[src/rtl/sad_stream_accum.sv]
// Streaming sum-of-absolute-differences engine: accumulates one candidate SAD over
// BEATS words of LANES pixels and tracks the running minimum with its candidate index.
module sad_stream_accum #(
  parameter int PIX_W = 8,
  parameter int LANES = 4,
  parameter int BEATS = 4,
  parameter int SAD_W = 32,
  parameter int IDX_W = 8
) (
  input  logic                   Clk,
  input  logic                   Reset,
  input  logic                   clear,
  input  logic                   in_valid,
  input  logic [LANES*PIX_W-1:0] win_data,
  input  logic [LANES*PIX_W-1:0] frm_data,
  output logic                   sad_valid,
  output logic [SAD_W-1:0]       sad_value,
  output logic [IDX_W-1:0]       sad_idx,
  output logic                   min_valid,
  output logic [SAD_W-1:0]       min_sad,
  output logic [IDX_W-1:0]       min_idx,
  output logic                   busy
);

  localparam int SUM_W = PIX_W + $clog2(LANES);
  localparam int CNT_W = (BEATS > 1) ? $clog2(BEATS) : 1;
  localparam int EXT_W = ((SAD_W > SUM_W) ? SAD_W : SUM_W) + 1;
  localparam logic [SAD_W-1:0] SAD_MAX = '1;

  // Valid/ready contract: in_valid alone qualifies a beat on each rising edge;
  // there is no ready, so the engine must accept every beat offered.

  logic [SUM_W-1:0] w_lane_sum;
  logic             w_last_beat;
  logic [EXT_W-1:0] w_ext_sum;
  logic [SAD_W-1:0] w_sat_sum;

  logic [CNT_W-1:0] r_beat_cnt;
  logic             r_s1_valid;
  logic             r_s1_last;
  logic [SUM_W-1:0] r_s1_sum;
  logic [SAD_W-1:0] r_acc;
  logic             r_sad_valid;
  logic [SAD_W-1:0] r_sad_value;
  logic [IDX_W-1:0] r_sad_idx;
  logic [IDX_W-1:0] r_cand_idx;
  logic             r_min_valid;
  logic [SAD_W-1:0] r_min_sad;
  logic [IDX_W-1:0] r_min_idx;

  function automatic logic [PIX_W-1:0] abs_diff(input logic [PIX_W-1:0] a,
                                                input logic [PIX_W-1:0] b);
    return (a >= b) ? (a - b) : (b - a);
  endfunction

  always_comb begin
    w_lane_sum = '0;
    for (int i = 0; i < LANES; i++) begin
      w_lane_sum = w_lane_sum +
                   SUM_W'(abs_diff(win_data[i*PIX_W +: PIX_W], frm_data[i*PIX_W +: PIX_W]));
    end
  end

  assign w_last_beat = (r_beat_cnt == CNT_W'(BEATS - 1));

  // The accumulator clamps rather than wraps, so a saturated partial sum stays saturated.
  assign w_ext_sum = EXT_W'(r_acc) + EXT_W'(r_s1_sum);
  assign w_sat_sum = (w_ext_sum > EXT_W'(SAD_MAX)) ? SAD_MAX : w_ext_sum[SAD_W-1:0];

  always_ff @(posedge Clk or posedge Reset) begin
    if (Reset) begin
      r_beat_cnt <= '0;
      r_s1_valid <= 1'b0;
      r_s1_last  <= 1'b0;
      r_s1_sum   <= '0;
    end else if (clear) begin
      r_beat_cnt <= '0;
      r_s1_valid <= 1'b0;
    end else begin
      r_s1_valid <= in_valid;
      if (in_valid) begin
        r_s1_sum   <= w_lane_sum;
        r_s1_last  <= w_last_beat;
        r_beat_cnt <= w_last_beat ? '0 : r_beat_cnt + CNT_W'(1);
      end
    end
  end

  always_ff @(posedge Clk or posedge Reset) begin
    if (Reset) begin
      r_acc       <= '0;
      r_sad_valid <= 1'b0;
      r_sad_value <= '0;
      r_sad_idx   <= '0;
      r_cand_idx  <= '0;
      r_min_valid <= 1'b0;
      r_min_sad   <= '1;
      r_min_idx   <= '0;
    end else if (clear) begin
      // sad_value/sad_idx deliberately hold so the last reported result stays readable.
      r_acc       <= '0;
      r_sad_valid <= 1'b0;
      r_cand_idx  <= '0;
      r_min_valid <= 1'b0;
      r_min_sad   <= '1;
    end else begin
      r_sad_valid <= 1'b0;
      if (r_s1_valid) begin
        if (r_s1_last) begin
          r_sad_value <= w_sat_sum;
          r_sad_idx   <= r_cand_idx;
          r_sad_valid <= 1'b1;
          r_acc       <= '0;
          r_cand_idx  <= r_cand_idx + IDX_W'(1);
          // Strict less-than keeps the earlier index on ties.
          if (!r_min_valid || (w_sat_sum < r_min_sad)) begin
            r_min_valid <= 1'b1;
            r_min_sad   <= w_sat_sum;
            r_min_idx   <= r_cand_idx;
          end
        end else begin
          r_acc <= w_sat_sum;
        end
      end
    end
  end

  assign sad_valid = r_sad_valid;
  assign sad_value = r_sad_value;
  assign sad_idx   = r_sad_idx;
  assign min_valid = r_min_valid;
  assign min_sad   = r_min_sad;
  assign min_idx   = r_min_idx;
  assign busy      = (r_beat_cnt != '0) | r_s1_valid;

endmodule

[config.mk]
export PLATFORM = sky130hd
export DESIGN_NAME = sad_stream_accum
export DESIGN_NICKNAME = d
export VERILOG_FILES = /design/src/rtl/sad_stream_accum.sv
export SDC_FILE = /design/constraint.sdc
export NUM_CORES = 1
export LEC_CHECK = 0
export ABC_CLOCK_PERIOD_IN_PS = 5500
export BUFFER_PORTS_ARGS = -buffer_cell sky130_fd_sc_hd__buf_2
export CAP_MARGIN = 15
export CELL_PAD_IN_SITES_DETAIL_PLACEMENT = 1
export CELL_PAD_IN_SITES_GLOBAL_PLACEMENT = 2
export CORE_ASPECT_RATIO = 1.5
export CORE_MARGIN = 1.5
export CORE_UTILIZATION = 37
export CTS_BUF_LIST = sky130_fd_sc_hd__clkbuf_4 sky130_fd_sc_hd__clkbuf_8
export DETAILED_ROUTE_END_ITERATION = 10
export HOLD_SLACK_MARGIN = 0.08
export PLACE_DENSITY_LB_ADDON = 0.1
export SETUP_SLACK_MARGIN = 0.3
export SLEW_MARGIN = 10
export SYNTH_ARGS = -nofsm -noshare
export SYNTH_HDL_FRONTEND = slang
export SYNTH_SLANG_ARGS = --single-unit
[constraint.sdc]
create_clock -name Clk -period 5.5 [get_ports Clk]
set_clock_uncertainty 0.15 [all_clocks]
set_input_delay 0.55 -clock Clk [delete_from_list [all_inputs] [get_ports Clk]]
set_output_delay 0.55 -clock Clk [all_outputs]
set_load 0.02 [all_outputs]
# [After elaboration in Yosys (flattened, before gate mapping)]
# Cells that the tools add are included.
[op_classes] n_bitwise=2 n_reduce_logical=12 eq_ne=1 order_cmp=6 mux=26 n_addsub=14
[ops] cell="2-to-1 mux 32 bit" n=8
[ops] cell="subtractor 8 bit" n=8
[ops] cell="2-to-1 mux 8 bit" n=7
[ops] cell="adder 32 x 10 -> 33 bit" n=1
[ops] cell="> comparator 33 x 32 -> 1 bit (second input constant)" n=1
[ops] cell=">= comparator 8 bit" n=4
[ops] cell="less-than comparator 32 bit" n=1
[ops] cell="adder 10 x 8 -> 10 bit" n=1
[ops] cell="adder 9 x 8 -> 10 bit" n=1
[ops] cell="nonzero test 2 bit" n=5
[ops] cell="adder 8 x 8 -> 9 bit" n=1
[ops] cell="adder 8 x 1 -> 8 bit (second input constant)" n=1
[ops] cell="2-to-1 mux 1 bit" n=8
[ops] cell="2-to-1 mux 2 bit" n=3
[ops] cell="AND reduction 3 bit" n=2
[ops] cell="AND reduction 2 bit" n=2
[ops] cell="AND reduction 4 bit" n=1
[ops] cell="adder 2 x 1 -> 2 bit (second input constant)" n=1
[ops] cell="equality test 2 bit (second input constant)" n=1
[ops] cell="zero test 1 bit" n=1
[ops] cell="logical OR 1 bit" n=1
[ops] cell="NOT 1 bit" n=1
[ops] cell="bitwise OR 1 bit" n=1
[word_totals] wordCells=73 output_inout_bits=83 inputBits=68 register_bits=136

# [Depth between registers and ports, before layout]
# Gate-level depths: netlist of run 1.
[depth] word_depth=9 depth_mapped=23 depth_no_buf=22

# [Worst setup path after synthesis of run 1]
# No wires, ideal clock.
[synth_timing] path_type="input to register" from="input win_data[16]" to="register r_s1_sum[9]" setup_ps=126 path_stages=23 arrival_time_ps=5017 required_ps=5224 path_slack_ps=207 path_buffers=1 cell_sequence="inv_1 ha_1 inv_1 fa_1 a21oi_1 a21oi_1 o41ai_2 buf_2 a21oi_1 or2_1 a21oi_1 xor2_1 fa_1 fa_1 inv_1 ha_1 nor2b_1 o21ai_0 a21boi_0 o21ai_0 a21boi_0 o21ai_0 a21oi_1"
[synth_via] elab_chain_cells=4 elab_cells_between_ends=6 cone_classes="add/sub (4); order compare (1); mux (1)"
[synth_lines] element="start, declared" line="14" rtl="input logic [LANES*PIX_W-1:0] win_data,"
[synth_lines] element="subtractor 8 bit or >= comparator 8 bit (tied branches)" line="53" rtl="return (a >= b) ? (a - b) : (b - a);"
[synth_lines] element="2-to-1 mux 8 bit (*)" line="53"
[synth_lines] element="adder 9 x 8 -> 10 bit (*)" line="59" rtl="w_lane_sum = w_lane_sum +"
[synth_lines] element="adder 10 x 8 -> 10 bit (*)" line="59"
[synth_lines] element="end signal, assigned" line="82" rtl="r_s1_sum <= w_lane_sum;"
[synth_lines] element="end, declared" line="41" rtl="logic [SUM_W-1:0] r_s1_sum;"
# Every way passes the cells marked *; elsewhere a longest branch is shown, timed or not.
# A chain may end at the register's enable or synchronous reset.

# [Final worst setup path of run 1]
# Ends and elaborated chain as after synthesis.

==> impl.org, run 1 <==
** Global route
- Total global routing overflow :: 0
- Number of global-route vias before repair :: around 9700
- Number of antenna violations at the first check in global routing :: 0
- Global-route usage over all layers :: 22.5%
- Global routing met1 resource utilization :: 22.9%
- Busiest grt layer :: met2
- Pin count of the biggest net entering global routing :: 104
- Global routing used 45.7% of the available met2 tracks.
- Wire length of the first global-routing pass :: 51600 um
- For this run, global-route usage on met3 was measured as around 2.7%.

** Pwr
- Power Total :: ~4 mW
- Leak pwr :: 6.71 nW
- The analysis attributes to net switching a power of 1.59 mW.
- Combinational logic burns ~50% of the power.
- Clock power frac :: 22.7%
- Sequential cells burn between 20% and 30% of the power.
- Peak supply drop :: 182 uV
- Total power density per cell area :: roughly 310 nW/um^2
- Net switching is around two fifths of the power.
- The internal power of the cells totals roughly 2.4 mW.

** Routing
- Dividing the detail-routed via count by the number of cells gives 5.27.
- Length of the first detailed-routing pass in iterations :: 4
- Number of vias in the routed layout :: 9156
- Average wire per standard cell :: about 18 um
- The first routing iteration left 348 violations.
- The final layout contains routed wiring with a total length of 32100 um.
- For this run, design rule violations remaining after detail routing come to 0.
- In this run the remaining antenna-violating nets after routing total 0.

** Floorplanning
- The floorplan step set the die width to 141 um.
- The floorplan has between 70 and 80 rows.
- The core region is 28200 sq um.
- Initial cell density of the core :: 37.8%
- Die height :: between 200 and 250 um
- The floorplan step defined a die boundary enclosing between 20000 and 30000 sq um.
- Top Ports :: 151

** Timing
- After layout, the worst path uses 91.2% of the clock period.
- Static timing analysis puts the maximum clock frequency at around 0.20 GHz.
- The max-slew violation count was 0.
- Counting I/O delays and the setup requirement, the final critical path takes 5010 ps.
- RSZ-0062 raised after global routing :: false
- Setup violations remaining at the end of the flow were counted as 0.
- The number of failing hold endpoints at the final stage is 0.
- Setup total negative slack on the finished layout was measured at 0 ps.
- Worst slew margin relative to its limit :: between 30% and 40%
- Slew at the pin closest to its max-slew limit :: 1040 ps

** Critical path
- STA classifies the critical path endpoint as a register.
- FF-to-FF path depth :: 21
- CP Max Fanout :: 7
- Setup slack on the worst reg-to-reg path comes out at 560 ps.
- The critical path starts at win_data[16].
- The worst setup path is launched from an input port.
- Start of the worst register-to-register path :: r_s1_sum[0]
- Critical register-to-register path endpoint :: min_idx[4]
- Data on the critical path is required at its endpoint by 5710 ps.
- STA puts the critical path data arrival time at 5230 ps.
- Worst setup path class :: input port to register
- Last element of the critical path :: r_s1_sum[9]

** Logic synthesis
- Cell variety after synth :: 76
- Simple-Gate Fraction of Synth Area :: between 10% and 20%
- Arithmetic-cell share of the synthesized area counting full adders, half adders and majority gates :: a little under a fifth
- Yosys reg bits :: about 140
- For this run, the number of Yosys warnings is 0.
- Number of synthesized flops with an enable pin :: 0
- After synthesis the cells add up to 10600 sq um.
- After synthesis, the largest family of logic cells by area is compound AO/OA/AOI/OAI gates.
- The number of nets in the synthesized netlist is approximately 1400.
- The synthesized netlist devotes 18.1% of its cell area to compound gates.
- Primary flip-flop cell chosen by synthesis mapping :: sky130_fd_sc_hd__dfrtp_1
- Of all flip-flops after synthesis, the portion carrying an async set or reset was 100%.
- Avg Inst Size Synth :: about 9 sq um
- Portion of netlist area occupied by mux cells :: 5.83%
- For this run, the register share of the synthesized area comes to 32.4%.
- After Yosys synthesis, XOR and XNOR cells account for between 3 and 4% of the synthesized area.
- In the synthesized netlist, the number of instances is 1197.

** CTS
- Total number of clock tree sinks :: 136
- The later pin in the worst-skew pair is clocked with a latency of 480 ps.
- Max H-tree Level :: 4
- CTS Hold Bufs :: 0
- Clock tree from TritonCTS :: done
- Counting along the longest clock path gives a buffer depth of 2.
- Clock-pin slew on the worst setup and hold paths :: 90 ps
- The tree is rooted in a sky130_fd_sc_hd__clkbuf_8.
- TritonCTS created 17 clock buffers.

** Finish
- Share of post-route cells with drive strength above 1 :: 24.1%
- Core utilization of the finished layout :: between 40% and 50%
- Antenna diode instance count :: 0
- The finished cells cover ~13000 sq um.
- For this run, the number of standard cells in the final layout without fillers is 1738.
- Compared with the post-synthesis result, the final layout area differs by 19.0%.
- Net total in the final layout :: 1585

** Place
- During placement, the flow inserted port buffers numbering 150.
- Summed over all nets, the half-perimeter wirelength after detailed placement is 25900 um.
- Placed cell areas :: about 12000 sq um
- Final weighted congestion in routability-driven placement :: 0.805
- Number of instances in the placed design :: 1700

** Worst hold path
- Type of the worst min-delay path :: input port to asynchronous set/reset pin

** Run status
- Status :: finished clean

** Job
- Max-cap violations in this run came to 0.
[layer usage]
layer | share of wire [%] | vias to the layer above
met5 | 0 | -
li1 | - | 4457
met1 | 37 | 4506
met2 | 58 | 148
met4 | 3.1 | 0
met3 | 2.1 | 45
[cell usage in the layout, fill, tap and decap left out, types with 10 or more instances in the layout]
| cell | instances |
|---|---|
| sky130_fd_sc_hd__o21ai_0 | 93 |
| sky130_fd_sc_hd__nor2b_1 | 10 |
| sky130_fd_sc_hd__buf_4 | 50 |
| sky130_fd_sc_hd__ha_1 | 112 |
| sky130_fd_sc_hd__a31oi_1 | 14 |
| sky130_fd_sc_hd__buf_2 | 150 |
| sky130_fd_sc_hd__xor2_1 | 24 |
| sky130_fd_sc_hd__nand3_1 | 27 |
| sky130_fd_sc_hd__a21oi_1 | 56 |
| sky130_fd_sc_hd__mux2_2 | 14 |
| sky130_fd_sc_hd__inv_1 | 162 |
| sky130_fd_sc_hd__fa_1 | 24 |
| sky130_fd_sc_hd__dfstp_2 | 32 |
| sky130_fd_sc_hd__nand2_1 | 127 |
| sky130_fd_sc_hd__o32a_1 | 16 |
| sky130_fd_sc_hd__a21o_1 | 25 |
| sky130_fd_sc_hd__mux2i_1 | 34 |
| sky130_fd_sc_hd__and2_1 | 17 |
| sky130_fd_sc_hd__dfrtp_1 | 104 |
| sky130_fd_sc_hd__xnor2_1 | 22 |
| sky130_fd_sc_hd__clkbuf_8 | 17 |
| sky130_fd_sc_hd__nor2_1 | 78 |
[worst max-delay path: stages]
cell	delay (ps)
sky130_fd_sc_hd__buf_2	110
sky130_fd_sc_hd__inv_1	80
sky130_fd_sc_hd__ha_4	140
sky130_fd_sc_hd__inv_2	50
sky130_fd_sc_hd__fa_2	390
sky130_fd_sc_hd__a21oi_2	180
sky130_fd_sc_hd__a21oi_2	80
sky130_fd_sc_hd__o41ai_2	330
sky130_fd_sc_hd__buf_4	220
sky130_fd_sc_hd__buf_6	130
sky130_fd_sc_hd__buf_4	110
sky130_fd_sc_hd__mux2_2	320
sky130_fd_sc_hd__a221o_1	340
sky130_fd_sc_hd__a31o_2	220
sky130_fd_sc_hd__xor2_1	170
sky130_fd_sc_hd__fa_1	470
sky130_fd_sc_hd__fa_1	490
sky130_fd_sc_hd__ha_1	360
sky130_fd_sc_hd__a21boi_2	190
sky130_fd_sc_hd__o21ai_0	190
sky130_fd_sc_hd__a21oi_1	90
[worst min path at each step]
stage / slack [ps] / to / depth (start not counted)
floorplan: 300 / r_s1_sum[0] / 2
global placement: 300 / sad_idx[6] / 2
detailed placement: 310 / sad_idx[6] / 2
CTS: 160 / r_acc[26] / 2
global route: 180 / r_acc[26] / 2
finish: 110 / r_acc[27] / 2
[through the flow]
step	worst slack [ps]	hold slack [ps]
3_5_place_dp	-260	309
2_1_floorplan	315	302
4_1_cts	338	155
3_3_place_gp	-5.76	305
6_report	485	109
5_1_grt	282	177
[Yosys cell counts (all sizes together) (7+ instances only)]
cell type | n | area share [%]
inv | 165 | 5.8
nand2 | 129 | 4.6
ha | 113 | 13
dfrtp | 104 | 24
o21ai | 99 | 4.7
nor2 | 79 | 2.8
a21oi | 60 | 2.9
mux2i | 36 | 3.4
dfstp | 32 | 7.9
clkbuf | 31 | 1.1
nand3 | 27 | 1.3
a21o | 25 | 1.8
fa | 25 | 4.7
xor2 | 24 | 2.0
xnor2 | 23 | 1.9
mux2 | 21 | 2.4
and2 | 18 | 1.1
o32a | 16 | 1.5
a31oi | 15 | 0.88
nor2b | 11 | 0.65
and4 | 10 | 0.85
buf | 10 | 0.57
nand4 | 8 | 0.47
nor3 | 8 | 0.38
o2111ai | 8 | 0.72
o211ai | 8 | 0.57
o21a | 8 | 0.57
a2111oi | 7 | 0.75
nand2b | 7 | 0.41
[sequential cells by signal, summed over array words and instances (netlist names)]
signal and cells:
r_cand_idx 8, min_sad 32, r_s1_sum 10, min_idx 8
r_acc 32, sad_value 32, r_s1_valid 1, r_beat_cnt 2
sad_idx 8, sad_valid 1, r_s1_last 1, min_valid 1
[layout make-up]
class	count	area (sq um)
Tap cell	346	433
Clock inverter	15	188
Fill cell	3373	15500
Sequential cell	136	3440
Multi-Input combinational cell	854	6530
Timing Repair Buffer	204	1190
Clock buffer	17	234
Inverter	166	628
[logic make-up after synthesis]
logic type	Yosys count
AND/OR/NAND/NOR	322
buffers and inverters	207
XOR/XNOR	47
flip-flops	136
adder cells (fa/ha/maj)	138
AO/OA/AOI/OAI	290
multiplexers	57
[power by group through the flow]
| stage | Combinational, mW | Clock [mW] | Sequential [mW] |
|---|---|---|---|
| finish | 1.94 | 0.902 | 1.14 |
| global route | 2.20 | 0.969 | 1.15 |
| CTS | 1.93 | 0.931 | 1.14 |
| detailed placement | 1.92 | 0 | 1.16 |
| global placement | 1.87 | 0 | 1.16 |
| floorplan | 1.22 | 0 | 1.18 |
[timing repair]
action / CTS / global route
resized for setup: 2 / 29
setup buffers: 0 / 6
pin swaps: 0 / 12
setup endpoints to repair: 1 / 27
Note: power is estimated with default switching activity, not from simulation.
==> run 2: changes to the inputs <==
Settings changed: CORE_ASPECT_RATIO 1.5 to 1.75.
==> run 2 against run 1 <==
- power grew 3.5%
- worst hold slack got worse by 18 ps
- largest power group unchanged
- combinational power grew 6%
- global-route usage rose by 0.84 points
- first-iteration DRC count down 11%
==> impl.org, run 2 (synthesis results as in run 1) <==
** Critical path
- Start of the worst register-to-register path :: r_s1_sum[9] (was r_s1_sum[0])
- Kind of start point of the critical path :: input port (unchanged)
- Data arrival at the endpoint of the critical path :: 5260 ps (was 5230 ps)
- The start-to-end type of the worst setup path is input port to register (unchanged).
- Category of the worst setup path capture point :: register (unchanged)
- The biggest fanout along the worst timing path is 8 (was 7).
- Cell-by-cell trace of the critical path: buf_2, inv_1, ha_1, inv_1, fa_2, a21oi_2, a21oi_2, o41ai_4, buf_4, buf_4, mux2_2, a221o_1, a31o_2, xor2_1, fa_1, fa_1, ha_1, nand3b_1, nor2_1, a211oi_1, o211ai_1 (was buf_2, inv_1, ha_4, inv_2, fa_2, a21oi_2, a21oi_2, o41ai_2, buf_4, buf_6, buf_4, mux2_2, a221o_1, a31o_2, xor2_1, fa_1, fa_1, ha_1, a21boi_2, o21ai_0, a21oi_1).
- FF-to-FF path depth :: 16 (was 21)
- The worst flop-to-flop path endpoint is min_idx[0] (was min_idx[4]).
- Max stage delay on crit path :: 570 ps (was 490 ps)
- The slowest library cell on the worst path is sky130_fd_sc_hd__fa_1 (unchanged).
- The reg-to-reg setup timing slack is 510 ps (was 560 ps).
- The required arrival time at the worst endpoint is 5690 ps (was 5710 ps).

** Floorplanning
- Die height :: 227 um (was 211 um)
- The effective utilization at floorplan was 37.9% (was 37.8%).
- Horiz. Die Dim :: 131 um (was 141 um)
- Top Ports :: 151 (unchanged)
- Area of the die :: 29800 sq um (about the same)
- Placeable Area :: 28100 sq um (was 28200 sq um)
- The number of placement rows was 81 (was 75).

** Timing
- The least setup slack across all paths after layout came to 431 ps (was 485 ps).
- The time the worst path needs with I/O delays and setup was 5070 ps (was 5010 ps).
- Timing-limited maximum frequency :: 0.197 GHz (was 0.199 GHz)
- The max-slew violation count came to 0 (unchanged).
- Worst slew margin relative to its limit :: 31.2% (was 30.7%)
- Final Hold Violating Endpoints :: 0 (unchanged)
- The final critical-path share of the clock period is 92.2% (was 91.2%).
- The slew at the pin with the worst max-slew slack is 1030 ps (was 1040 ps).
- The post-route setup TNS is 0 ps (unchanged).
- The final number of setup-violating endpoints is 0 (unchanged).
- The final hold slack was 90.9 ps (was 109 ps).
- RSZ-0062 raised after global routing: true (was false).

** Pwr
- Part of the power in combinational logic :: 49.8% (was 48.7%)
- The total net switching power is 1.65 mW (was 1.59 mW).
- The power per unit of standard cell area was 323 nW/um^2 (was 315 nW/um^2).
- The clock network fraction of total power was 22.6% (was 22.7%).
- Fraction of power spent switching nets :: 40.0% (was 39.8%)
- The total internal power is 2.47 mW (was 2.39 mW).
- The sequential fraction of design power came to 27.6% (was 28.6%).
- The worst vdd rail ir drop came to 163 uV (was 182 uV).
- Power Total :: 4.12 mW (was 3.98 mW)
- The leakage power is 6.77 nW (was 6.71 nW).

** Run status
- Status: finished clean (unchanged).

** Global route
- The global-route total usage across every layer came to 23.3% (was 22.5%).
- Number of antenna violations at the first check in global routing :: 1 (was 0)
- The first-pass GRT wire length is 53600 um (was 51600 um).
- The pin count of the biggest net entering global routing is 91 (was 104).
- The number of global-route vias before repair came to 10100 (was 9686).
- Total global routing overflow :: 0 (unchanged)

** CTS
- Cts bufs inserted :: 17 (unchanged)
- The clock tree root driver cell was sky130_fd_sc_hd__clkbuf_8 (unchanged).
- Latest clock arrival within the worst-skew pair :: 480 ps (about the same)
- Clock tree from TritonCTS :: done (unchanged)
- The clock slew seen by the registers of the worst setup and hold paths was 90 ps (about the same).
- The maximum clock path buffer count came to 2 (unchanged).
- The count of H-tree levels built during CTS came to 4 (unchanged).
- Total number of clock tree sinks :: 136 (unchanged)

** Place
- Count of buffers inserted at the top-level ports :: 150 (unchanged)
- The detailed placer's ending HPWL is 27500 um (was 25900 um).
- Final weighted congestion in routability-driven placement :: 0.830 (was 0.805)
- The minimum setup slack after placement was -161 ps (was -260 ps).

** Finish
- Most frequent standard cell in the layout excluding fill and tap cells :: sky130_fd_sc_hd__inv_1 (unchanged)
- Fill count :: 3407 (was 3373)
- Core utilization of the finished layout :: 45.4% (was 44.9%)
- Area of the multi-input gates :: 6510 sq um (was 6530 sq um)
- The share of post-route cells with drive strength above 1 came to 24.3% (was 24.1%).
- Most used cells in the layout excluding fill and tap cells: 163 x sky130_fd_sc_hd__inv_1, 150 x sky130_fd_sc_hd__buf_2, 127 x sky130_fd_sc_hd__nand2_1, 113 x sky130_fd_sc_hd__ha_1, 104 x sky130_fd_sc_hd__dfrtp_1 (was 162 x sky130_fd_sc_hd__inv_1, 150 x sky130_fd_sc_hd__buf_2, 127 x sky130_fd_sc_hd__nand2_1, 112 x sky130_fd_sc_hd__ha_1, 104 x sky130_fd_sc_hd__dfrtp_1).
- The post-synthesis to final-layout area growth was 20.0% (was 19.0%).
- The sequential cell area in the final layout is 3440 sq um (unchanged).
- Net total in the final layout :: 1596 (was 1585)

** Routing
- Routed via count divided by cell count :: 5.21 (was 5.27)
- Routed Antenna Nets :: 0 (unchanged)
- Average wire per standard cell :: 19.1 um (was 18.5 um)
- The final wirelength is 34000 um (was 32100 um).
- Number of vias in the routed layout :: 9254 (was 9156)
- The number of search-and-repair iterations in the first detailed-routing pass came to 4 (unchanged).
- Number of design rule violations left after detail routing :: 0 (unchanged)
- The detailed router's first-iteration violation count was 309 (was 348).

** Worst hold path
- The path category of the worst min-delay check is input port to asynchronous set/reset pin (unchanged).

** Job
- The count of maximum capacitance violations came to 0 (unchanged).
[run 2: cell count changes in the layout (fill, tap and decap cells not counted), sizes merged]
cell    change
clkinv      -2
buf        +11
inv         +2
diode       +1
[run 2: timing repair]
item                                    CTS  global route
hold buffers                              0             0
gates resized for setup                   0            26
setup buffers                             0             4
endpoints found under the setup margin    0            25
[run 2: how the worst max path moves through the flow]
stage            startpoint           to  slack (ps)  cells past startpoint
2_1_floorplan  win_data[16]  r_s1_sum[9]         310                     23
3_3_place_gp    win_data[8]  r_s1_sum[9]         -20                     22
3_5_place_dp    win_data[0]  r_s1_sum[8]        -160                     21
4_1_cts         win_data[8]  r_s1_sum[9]         340                     22
5_1_grt        win_data[16]  r_s1_sum[8]         250                     24
6_report       win_data[16]  r_s1_sum[8]         430                     21
[run 2: metrics by stage]
step	std cells	area, sq um
floorplan	1197	10600
global placement	1740	12200
detailed placement	1740	12200
CTS	1772	12600
global route	1777	12800
finish	1777	12800
[run 2: cell type report]
| type | count | share of cell area, % |
|---|---|---|
| clock buffers | 17 | 1.83 |
| inverters | 166 | 4.93 |
| repair buffers | 215 | 9.94 |
| diodes | 1 | 0.0196 |
| multi-input cells | 854 | 51.0 |
| well taps | 373 | 3.66 |
| clock inverters | 15 | 1.59 |
| flip-flops and latches | 136 | 27.0 |
[run 2: power groups by stage]
stage / Combinational (mW) / Sequential, mW / Clock, mW
global placement: 1.97 / 1.15 / 0
detailed placement: 2.03 / 1.16 / 0
CTS: 2.04 / 1.14 / 0.955
global route: 2.30 / 1.15 / 0.991
finish: 2.05 / 1.14 / 0.930
floorplan: 1.22 / 1.18 / 0
[run 2: worst max-delay path: cells and delay by family]
kind                     cells  cell delay (ps)
AO/OA/AOI/OAI                7             1670
multiplexers                 1              340
XOR/XNOR                     1              200
AND/OR/NAND/NOR              2              200
adder cells (fa/ha/maj)      5             1750
buffers and inverters        5              560
[run 2: routing by layer]
layer	share of wire [%]	routed length (um)	track usage, %	vias to the layer above
li1	-	-	-	4474
met1	34	11400	20.9	4549
met2	59	19900	49.3	166
met3	2.0	693	2.52	65
met4	5.7	1930	13.7	0
met5	0	0	0	-
